===== config.mk =====
export PLATFORM = sky130hd
export DESIGN_NAME = usb_tx_arbiter
export DESIGN_NICKNAME = d
export VERILOG_FILES = /design/src/rtl/usb_tx_arbiter.sv
export SDC_FILE = /design/constraint.sdc
export NUM_CORES = 1
export LEC_CHECK = 0
export CORE_ASPECT_RATIO = 0.75
export CORE_MARGIN = 10
export CORE_UTILIZATION = 45
export CTS_CLUSTER_SIZE = 12
export DETAILED_ROUTE_END_ITERATION = 6
export PLACE_DENSITY = 0.87
export SYNTH_ARGS = -nofsm -noshare
export SYNTH_HDL_FRONTEND = slang
export SYNTH_SLANG_ARGS = --single-unit

===== constraint.sdc =====
create_clock -name clk -period 3.6 [get_ports clk]
set_clock_uncertainty 0.1 [all_clocks]
set_input_delay 0.72 -clock clk [delete_from_list [all_inputs] [get_ports clk]]
set_output_delay 0.72 -clock clk [all_outputs]
set_load 0.01 [all_outputs]

===== src/rtl/usb_tx_arbiter.sv =====
// usb_tx_arbiter
//   Round-robin arbiter that merges N_CH producer streams onto one 32-bit
//   TX stream. Each granted segment is framed as header, data, trailer so
//   the host can demultiplex channels and detect split or lost segments.
//
// Ports
//   clk        system clock (also the USB controller tx clock)
//   rstn       synchronous active-low reset
//   in_valid   per-channel word valid
//   in_ready   per-channel word accept (combinational)
//   in_data    channel c on bits [32c+31:32c]
//   in_last    per-channel end-of-packet marker
//   out_valid  word valid towards the controller
//   out_ready  controller accept
//   out_data   registered output word
//   grant      one-hot owner of the stream, 0 while idle
//
// state  | meaning
// -------+------------------------------------------------------------
// IDLE   | no owner; pick next requester round-robin, emit header
// DATA   | forward words of the granted channel
// TRL    | segment closed; load trailer once the output register frees
// WAIT   | trailer pending; on accept bump seq/cont and release grant

module usb_tx_arbiter #(
  parameter int N_CH      = 4,
  parameter int MAX_BURST = 256
) (
  input  logic                 clk,
  input  logic                 rstn,
  input  logic [N_CH-1:0]      in_valid,
  output logic [N_CH-1:0]      in_ready,
  input  logic [32*N_CH-1:0]   in_data,
  input  logic [N_CH-1:0]      in_last,
  output logic                 out_valid,
  input  logic                 out_ready,
  output logic [31:0]          out_data,
  output logic [N_CH-1:0]      grant
);

  localparam int          IDX_W      = (N_CH > 1) ? $clog2(N_CH) : 1;
  localparam logic [15:0] BURST_LAST = 16'(MAX_BURST);

  typedef enum logic [1:0] {
    S_IDLE = 2'd0,
    S_DATA = 2'd1,
    S_TRL  = 2'd2,
    S_WAIT = 2'd3
  } state_t;

  state_t state, state_d;

  // last_grant doubles as the active channel index while a segment runs
  logic [IDX_W-1:0] last_grant;
  logic [15:0]      cnt;
  logic             end_last;
  logic [7:0]       seq [N_CH];
  logic [N_CH-1:0]  cont;

  logic             req_any;
  logic [IDX_W-1:0] pick;
  logic [IDX_W-1:0] idx;
  logic [3:0]       pick4;
  logic [3:0]       g4;
  logic             out_free;
  logic             in_xfer;
  logic             seg_end;
  logic [31:0]      cur_data;
  logic [31:0]      hdr_word;
  logic [31:0]      trl_word;

  // Scan starts one past the previous owner so every requester gets a turn.
  always_comb begin
    req_any = 1'b0;
    pick    = last_grant;
    idx     = '0;
    for (int i = 1; i <= N_CH; i++) begin
      idx = IDX_W'((int'(last_grant) + i) % N_CH);
      if (!req_any && in_valid[idx]) begin
        req_any = 1'b1;
        pick    = idx;
      end
    end
  end

  always_comb begin
    pick4                = '0;
    pick4[IDX_W-1:0]     = pick;
    g4                   = '0;
    g4[IDX_W-1:0]        = last_grant;
  end

  assign out_free = !out_valid || out_ready;
  assign in_xfer  = (state == S_DATA) && in_valid[last_grant] && out_free;
  assign seg_end  = in_last[last_grant] || ((cnt + 16'd1) == BURST_LAST);
  assign cur_data = in_data[{last_grant, 5'b00000} +: 32];
  assign hdr_word = {8'hA5, pick4, cont[pick], 3'b000, seq[pick], 8'h00};
  assign trl_word = {8'h5A, g4, end_last, 3'b000, cnt};

  always_ff @(posedge clk) begin
    if (!rstn) begin
      state <= S_IDLE;
    end else begin
      state <= state_d;
    end
  end

  always_comb begin
    state_d = state;
    case (state)
      S_IDLE: if (req_any)            state_d = S_DATA;
      S_DATA: if (in_xfer && seg_end) state_d = S_TRL;
      S_TRL:  if (out_free)           state_d = S_WAIT;
      S_WAIT: if (out_ready)          state_d = S_IDLE;
      default:                        state_d = S_IDLE;
    endcase
  end

  // Ready follows the output register so backpressure reaches the producer
  // in the same cycle.
  always_comb begin
    in_ready = '0;
    if (state == S_DATA) begin
      in_ready[last_grant] = out_free;
    end
  end

  always_ff @(posedge clk) begin
    if (!rstn) begin
      out_valid  <= 1'b0;
      out_data   <= '0;
      grant      <= '0;
      last_grant <= IDX_W'(N_CH - 1);
      cnt        <= '0;
      end_last   <= 1'b0;
      cont       <= '0;
      for (int i = 0; i < N_CH; i++) begin
        seq[i] <= '0;
      end
    end else begin
      case (state)
        S_IDLE: begin
          if (req_any) begin
            out_data   <= hdr_word;
            out_valid  <= 1'b1;
            cnt        <= '0;
            last_grant <= pick;
            grant      <= N_CH'(1) << pick;
          end
        end
        S_DATA: begin
          if (in_xfer) begin
            out_data  <= cur_data;
            out_valid <= 1'b1;
            cnt       <= cnt + 16'd1;
            if (seg_end) begin
              end_last <= in_last[last_grant];
            end
          end else if (out_ready) begin
            out_valid <= 1'b0;
          end
        end
        S_TRL: begin
          if (out_free) begin
            out_data  <= trl_word;
            out_valid <= 1'b1;
          end
        end
        S_WAIT: begin
          if (out_ready) begin
            out_valid        <= 1'b0;
            grant            <= '0;
            seq[last_grant]  <= seq[last_grant] + 8'd1;
            cont[last_grant] <= !end_last;
          end
        end
        default: begin
          out_valid <= 1'b0;
        end
      endcase
    end
  end

endmodule


=== Yosys cells after proc, flatten, opt, wreduce, memory -nomap -nowiden ===
Memory sizes are Yosys's and may differ from the RTL's. A register that Yosys moved wholly into a read port is not among the register bits.
Index checks and enable logic that the tools add are counted.

* Bits in registers: 62
* Bits in writable memories: 32
* Bits of input ports: 139
* Output and inout bits: 41
* Logic and storage cells: 117
* Memories kept: 1

{| class="wikitable"
|+ Memory list
! memory !! words !! bits a word !! read ports !! clocked after memory_dff !! wr ports !! RTL line !! source
|-
| seq || 4 || 8 || 2 || 1 || 4 || 57 || <nowiki>logic [7:0] seq [N_CH];</nowiki>
|}

* Add/subtract/negate cells: 6
* Order comparisons: 7
* Equal/unequal tests: 9
* Shifts and indexed selects: 2
* Mux-type cells: 56
* Bitwise logic cells: 1
* Reduce and logical (&&, ||, !) cells: 27

{| class="wikitable"
|+ Operators by type and width
! kind !! count
|-
| indexed part select 128 x 8 -> 32 bit || 1
|-
| 2-to-1 mux 32 bit || 3
|-
| case mux 32 bit (3 select lines) || 1
|-
| 2-to-1 mux 16 bit || 2
|-
| case mux 16 bit (2 select lines) || 1
|-
| 2-to-1 mux 1 bit || 22
|-
| 2-to-1 mux 2 bit || 11
|-
| < comparator 2 x 3 -> 1 bit (second input constant) || 6
|-
| adder 16 x 1 -> 16 bit (second input constant) || 1
|-
| equality test 16 x 9 -> 1 bit (second input constant) || 1
|-
| binary-select mux 1 bit (select 2 bit) || 7
|-
| 2-to-1 mux 4 bit || 3
|-
| AND reduction 3 bit || 3
|-
| adder 8 x 1 -> 8 bit (second input constant) || 1
|-
| 2-to-1 mux 8 bit || 1
|-
| inequality test 2 bit (second input constant) || 4
|-
| case mux 2 bit (4 select lines) || 1
|-
| case mux 4 bit (2 select lines) || 1
|-
| AND reduction 4 bit || 2
|-
| OR reduction 8 bit || 1
|-
| logical AND 1 bit || 7
|-
| AND reduction 2 bit || 3
|-
| logical NOT 1 bit || 5
|-
| adder 2 x 1 -> 2 bit (second input constant) || 2
|-
| 14 further kinds || 18
|}

=== Depth between registers and ports, before layout ===
Gate-level depths: netlist of run 1.

* Word-level depth: 17
* Gate-level depth with buffers: 10
* Depth with buffers taken out: 8

=== Worst setup path after synthesis of run 1 ===
No wires, ideal clock.

* Path kind: reg2reg
* Start point: register last_grant[1]
* End point: register out_data[10]
* Setup time: 137 ps
* Data arrival time: 2354 ps
* Data required time: 3363 ps
* Slack: 1010 ps
* Cell stages (with the launch flop): 11
* Path buffers: 2
* Period minus slack after synthesis: 2590 ps
* Cells stage by stage: dfxtp_1 -> buf_2 -> inv_1 -> ha_1 -> mux2_1 -> o22ai_1 -> mux2i_1 -> buf_6 -> mux2_1 -> a222oi_1 -> a31oi_1

* Longest elaborated chain between the ends: 16
* Elaborated cells between the ends (all ways): 38

{| class="wikitable"
|+ Ends and longest elaborated chain
! what !! RTL line !! source
|-
| start: declaration || 54 || <nowiki>logic [IDX_W-1:0] last_grant;</nowiki>
|-
| start signal: assignment || 133 || <nowiki>last_grant <= IDX_W'(N_CH - 1);</nowiki>
|-
| start signal: assignment || 147 || <nowiki>last_grant <= pick;</nowiki>
|-
| adder 2 x 1 -> 2 bit || 78 || <nowiki>idx = IDX_W'((int'(last_grant) + i) % N_CH);</nowiki>
|-
| binary-select mux 1 bit (select 2 bit) || 79 || <nowiki>if (!req_any && in_valid[idx]) begin</nowiki>
|-
| 2-to-1 mux 1 bit (implied by the code) || 79 ||
|-
| 2-to-1 mux 1 bit || 79 ||
|-
| logical NOT 1 bit || 79 ||
|-
| logical AND 1 bit || 79 ||
|-
| 2-to-1 mux 1 bit || 79 ||
|-
| logical NOT 1 bit || 79 ||
|-
| logical AND 1 bit || 79 ||
|-
| 2-to-1 mux 1 bit || 79 ||
|-
| logical NOT 1 bit || 79 ||
|-
| logical AND 1 bit || 79 ||
|-
| 2-to-1 mux 2 bit || 79 ||
|-
| memory (4 x 8 bit) || - ||
|-
| 2-to-1 mux 32 bit || 143 || <nowiki>if (req_any) begin</nowiki>
|-
| case mux 32 bit (3 select lines) || 141 || <nowiki>case (state)</nowiki>
|-
| end signal: assignment || 144 || <nowiki>out_data <= hdr_word;</nowiki>
|-
| end signal: assignment || 153 || <nowiki>out_data <= cur_data;</nowiki>
|-
| end signal: assignment || 165 || <nowiki>out_data <= trl_word;</nowiki>
|-
| end: declaration || 37 || <nowiki>output logic [31:0] out_data,</nowiki>
|}

Parallel ways exist; a longest one is shown, timed or not. The select of a mux whose other input is x is not followed.
A chain may end at the register's enable or synchronous reset.

=== Worst setup path after layout of run 1 ===
* Start point: input out_ready
* End point: output in_ready[2]

* Longest elaborated chain between the ends: 3

{| class="wikitable"
|+ Ends and longest elaborated chain
! what !! RTL line !! source
|-
| start: declaration || 36 || <nowiki>input logic out_ready,</nowiki>
|-
| logical OR 1 bit || 93 || <nowiki>assign out_free = !out_valid || out_ready;</nowiki>
|-
| AND 4 bit (no line) || - ||
|-
| 2-to-1 mux 4 bit || 123 || <nowiki>if (state == S_DATA) begin</nowiki>
|-
| end: declaration || 32 || <nowiki>output logic [N_CH-1:0] in_ready,</nowiki>
|}

No other way between the ends.

==> impl_metrics.yaml, run 1 <==
status:
  status: "complete, no violations"
yosys:
  synth.area.top_cells: "dfxtp_1 (22%), edfxtp_1 (16%), mux4_2 (16%)"
  yosysWarnings: 0
  seq_area_frac_synth_pct: 37.96
  synth_top_flop_cell: "dfxtp_1"
  synth_common_cells: "nor2_1 (68), dfxtp_1 (64), nand2_1 (52)"
  yosysMostFrequentCell: "nor2_1"
  syn_avg_cell_area_um2: 9.812
  async_reset_ff_share_pct: 0
  yosysTopAreaCellShare_pct: 21.69
  synth_area_um2: 5907
  yosysTopAreaCell: "dfxtp_1"
  synth_edf_count: 32
  synth_nets: 753
  ys_seq_elements: 96
  syn_inst: 602
  ys_types: 64
clock_network:
  post_cts_buffers: 0
  post_cts_resized: 0
  clkSinkCount: 96
  cts_buffers: 9
  cts_buffer_depth: 2
  cts_tree: "yes"
  clkSlewWorstSetupHoldPaths_ps: 60
  htree_levels: 3
  clk_latency_ps: 350
  cts.hold.buffers_added: 0
  cts_root_buf: "clkbuf_16"
worst_setup_path:
  critPathKind: "primary input to primary output"
  crit_slowest_cell: "clkdlybuf4s50_1"
  end_kind: "primary output"
  timing.rr.start: "last_grant[0]"
  crit_path_start_kind: "primary input"
  ff2ff_setup_slack_ps: 650
  r2r-end: "out_data[12]"
  cp_cell_sequence: "clkdlybuf4s50_1, nand2b_1, and3_1, clkdlybuf4s50_1"
  arrival_ps: 2310
  path_max_fanout: 7
  r2r_cells: 7
  cp.required_ps: 2780
  cpMostUsedCell: "clkdlybuf4s50_1"
  max_stage_delay_ps: 560
  crit_start: "out_ready"
die:
  coreArea_um2: 12930
  die_area_um2: 18160
  start_util_pct: 45.69
  rows: 36
  dieHeight_um: 119.2
  dieWidth_um: 152.3
  pin_count: 180
place:
  place.gp.congestion: 0.9372
  dp_hpwl_um: 14890
  io_buffer_count: 179
timing:
  fmaxAchievable_mhz: 319.8
  worst_pin_slew_ps: 1109
  finalSetupTns_ps: 0
  setup_viol: 0
  timing.slew.headroom_pct: 26.10
  hold_viol_final: 0
  layout_min_cycle_time_ps: 3127
  post-route-period-util_pct: 86.86
  slew_viol_final: 0
  rsz0062_at_grt: "false"
min_path:
  hold_path_depth: 2
  hold_end: "out_data[16]"
  holdCritStartpoint: "out_data[16]"
  holdCritPathClass: "register to register"
drt:
  wl_per_cell_um: 21.31
  wirelength_um: 19950
  drt_iter0_markers: 751
  vias: 5720
  first_pass_iters: 7
  route.detailed.drc: 0
  vias_per_cell: 6.111
  ant_nets: 0
job:
  drv_cap: 0
power_and_ir_drop:
  peakVddDrop_v: 0.0004046
  leakagePower_nw: 3.018
  powerDensity_nw_per_um2: 635.4
final_layout:
  syn_to_final_growth_pct: 38.42
  insertedDiodeCount: 0
  nets: 911
  final_core_util_pct: 63.25
  drive_gt1_share_pct: 12.16
global_routing:
  track_usage_pct: 20.88
  grt_pass1_wl_um: 31220
  overflow: 0
  grt_start_max_net_pins: 44
  grt_pass1_vias: 5732
  antenna_found_initial: 0
[stage by stage]
stage | std cells | cell area [um2] | hold WS [ps] | total power, mW | worst slack [ps]
final | 936 | 8177 | 353.2 | 5.195 | 472.9
after global placement | 920 | 7839 | 338.3 | 4.026 | 546.7
after CTS | 936 | 8177 | 354.4 | 5.179 | 478.7
after floorplan | 602 | 5907 | 374.1 | 3.132 | 1010
after global routing | 936 | 8177 | 378.6 | 5.461 | 392.2
after detailed placement | 920 | 7839 | 345.8 | 4.084 | 434.6
[cells in the final DEF (no fill, tap or decap), types with 3 or more instances in the layout]
cell and instances:
clkdlybuf4s50_1 179, nor2_1 68, dfxtp_1 62, nand2_1 52, mux4_2 42, a21oi_1 35
nand3_1 34, edfxtp_1 32, o21ai_0 25, nor3_1 23, buf_4 18, mux2i_1 13
ha_1 12, inv_1 11, a31oi_1 11, mux2_1 9, or3_1 9, a221oi_1 9
clkbuf_16 9, and3_1 8, a222oi_1 8, a211oi_1 7, nand2b_1 6, xor2_1 5
and2_1 5, o211ai_1 5, a311oi_1 5, a22oi_1 4, xnor2_1 3, mux2_2 3
nand4_1 3, nor4_1 3, a32oi_1 3, bufinv_16 3
[worst max-delay path by stage]
| stage | endpoint | slack [ps] | depth (start not counted) |
|---|---|---|---|
| 3_3_place_gp | out_data[12] | 550 | 7 |
| 6_report | in_ready[2] | 470 | 4 |
| 4_1_cts | in_ready[0] | 480 | 4 |
| 3_5_place_dp | out_data[12] | 430 | 7 |
| 5_1_grt | in_ready[0] | 390 | 4 |
| 2_1_floorplan | out_data[10] | 1010 | 10 |
[routing by layer]
layer  GRT usage (%)  part of all wire [%]  vias up
met5               0                     0        -
met4           5.822                   1.7        0
met3           6.508                    11       42
met2           34.45                    49      381
met1           25.88                    39     2684
li1                -                     -     2613
[where the power goes]
group	total, mW	leakage [nW]	switching [mW]	internal [mW]
clock	1.09	0.166	0.417	0.678
sequential	1.48	0.853	0.166	1.31
combinational	2.62	2.00	1.40	1.22
total	5.20	3.02	1.98	3.21
[critical path: cells and delay by family]
family                 cells  cell delay (ps)
buffers and inverters      2             1110
AND/OR/NAND/NOR            2              470
[area by class of cell]
type | instances | area, um2
fillers | 1020 | 4751
inverters | 13 | 48.80
multi-input cells | 443 | 3405
repair buffers | 197 | 1927
flip-flops and latches | 96 | 2245
clock inverters | 6 | 108.9
clock buffers | 10 | 229.0
well taps | 171 | 214.0
[sequential cells by signal (all words and copies together) (netlist names), named ones only]
register / flops
cnt: 16
cont: 4
end_last: 1
grant: 4
last_grant: 2
out_data: 32
out_valid: 1
seq: 32
state: 2
[cell families after synthesis]
| group | Yosys count | share of synthesized area [%] |
|---|---|---|
| and+or+nand+nor | 224 | 18.20 |
| AOI/OAI and AO/OA | 131 | 14.89 |
| DFF | 96 | 37.96 |
| muxes | 68 | 20.67 |
| buffers and inverters | 63 | 4.554 |
| adders and majority gates | 12 | 2.542 |
| xor gates and xnor gates | 8 | 1.186 |
(Power assumes the default switching activity.)
==> run 2, diff against run 1 <==
--- a/config.mk
+++ b/config.mk
@@ -7,10 +7,11 @@
 export LEC_CHECK = 0
 export CORE_ASPECT_RATIO = 0.75
 export CORE_MARGIN = 10
-export CORE_UTILIZATION = 45
+export CORE_UTILIZATION = 48
 export CTS_CLUSTER_SIZE = 12
 export DETAILED_ROUTE_END_ITERATION = 6
-export PLACE_DENSITY = 0.87
+export PLACE_DENSITY = 0.92
+export SLEW_MARGIN = 15
 export SYNTH_ARGS = -nofsm -noshare
 export SYNTH_HDL_FRONTEND = slang
 export SYNTH_SLANG_ARGS = --single-unit
==> impl_metrics.yaml, run 2 (same netlist as run 1, synthesis figures left out) <==
status:
  status: "complete, no violations"
drt:
  ant_nets: 0
  wirelength_um: 19950
  vias_per_cell: 6.251
  wl_per_cell_um: 21.57
  drt_iter0_markers: 696
  route.detailed.drc: 0
  vias: 5782
  first_pass_iters: 5
worst_setup_path:
  cp.required_ps: 2780
  cp_top_family: "buffers and inverters"
  cp_cell_sequence: "clkdlybuf4s50_1, nand2b_1, and3_1, clkdlybuf4s50_1"
  crit_slowest_cell: "clkdlybuf4s50_1"
  end_kind: "primary output"
  r2r_cells: 7
  cpMostUsedCell: "clkdlybuf4s50_1"
  critPathKind: "primary input to primary output"
  cp_num_cells: 4
  max_stage_delay_ps: 550
  crit_path_start_kind: "primary input"
  arrival_ps: 2280
  path_max_fanout: 7
  crit_buf_inv: 2
  ff2ff_setup_slack_ps: 660
final_layout:
  final_common_cell: "clkdlybuf4s50_1"
  top_regs: "out_data: 32 flops, seq: 32 flops, cnt: 16 flops"
  drive_gt1_share_pct: 11.40
  syn_to_final_growth_pct: 37.28
  final_core_util_pct: 68.57
  regArea_um2: 2245
  fill_cells: 882
  post-route-cell-area_um2: 8109
  multi_input_area_um2: 3400
  insertedDiodeCount: 0
  nets: 909
  layout_common_cells: "clkdlybuf4s50_1 (179), nor2_1 (68), dfxtp_1 (62)"
die:
  dieWidth_um: 148.1
  dieHeight_um: 116.1
  pin_count: 180
  start_util_pct: 49.95
  rows: 34
  coreArea_um2: 11830
  die_area_um2: 17190
timing:
  rsz0062_at_grt: "false"
  worst_pin_slew_ps: 904.1
  finalSetupTns_ps: 0
  hold_viol_final: 0
  layout_setup_ws_ps: 500.6
  layout_min_cycle_time_ps: 3099
  post-route-period-util_pct: 86.09
  slew_viol_final: 0
  setup_viol: 0
  fmaxAchievable_mhz: 322.6
  timing.slew.headroom_pct: 39.73
global_routing:
  grt_pass1_vias: 5752
  grt_start_max_net_pins: 44
  antenna_found_initial: 0
  overflow: 0
  grt_pass1_wl_um: 30910
  track_usage_pct: 22.47
power_and_ir_drop:
  power_mw: 5.080
  peakVddDrop_v: 0.0004453
  leakagePower_nw: 2.987
  powerDensity_nw_per_um2: 626.5
clock_network:
  cts_tree: "yes"
  cts_buffers: 9
  cts_buffer_depth: 2
  cts.hold.buffers_added: 0
  clkSlewWorstSetupHoldPaths_ps: 60
  htree_levels: 3
  post_cts_buffers: 0
  clkSinkCount: 96
  cts_root_buf: "clkbuf_16"
  clk_latency_ps: 360
  post_cts_resized: 0
place:
  place.gp.congestion: 0.9308
  io_buffer_count: 179
  dp_hpwl_um: 14970
  dpl_cell_area_um2: 7820
  post-place-ws_ps: 480.4
min_path:
  hold_path_depth: 2
  holdCritPathClass: "register to register"
job:
  drv_cap: 0
[run 2: cell count changes in the layout (fill, tap and decap cells not counted), sizes merged]
cell,delta
bufinv,-2
clkinv,+1
clkbuf,+1
buf,-2
[run 2: routing by layer]
metal | up-vias | part of all wire (%) | global-route usage, %
met3 | 35 | 11 | 7.752
met2 | 364 | 49 | 37.36
li1 | 2602 | - | -
met5 | - | 0 | 0
met1 | 2781 | 38 | 27.35
met4 | 0 | 1.8 | 6.324
[run 2: layout make-up]
cell class,count,share of cell area [%]
multi-input cells,443,41.92
flip-flops and latches,96,27.68
repair buffers,195,23.73
clock buffers,11,2.993
well taps,162,2.500
inverters,13,0.6018
clock inverters,5,0.5709
[run 2: final timing paths]
| kind | to | startpoint |
|---|---|---|
| max | in_ready[3] | out_ready |
| min | out_data[16] | out_data[16] |
| max reg2reg | end_last | cnt[0] |
| min reg2reg | out_data[16] | out_data[16] |
[run 2: stage by stage]
stage / hold WS [ps] / cells
global route: 374.9 / 925
global placement: 339.3 / 909
finish: 357.6 / 925
detailed placement: 350.9 / 909
floorplan: 374.1 / 602
CTS: 359.8 / 925
[run 2: where the power goes]
group          internal, mW  switching, mW
clock                 0.550          0.412
sequential             1.31          0.171
combinational          1.23           1.41
[run 2: worst register-to-register path: stages (launching register included)]
cell      delay (ps)
dfxtp_1          530
ha_1             360
nand3_1          280
nor4_1           480
xor2_1           170
nor4_2           510
a21boi_0         200
o21a_1           200
==> run 3, diff against run 2 <==
--- a/config.mk
+++ b/config.mk
@@ -5,6 +5,7 @@
 export SDC_FILE = /design/constraint.sdc
 export NUM_CORES = 1
 export LEC_CHECK = 0
+export CAP_MARGIN = 20
 export CORE_ASPECT_RATIO = 0.75
 export CORE_MARGIN = 10
 export CORE_UTILIZATION = 48
==> results of run 3 <==
Same layout as run 2: the final DEF is identical, and so are final timing and power.
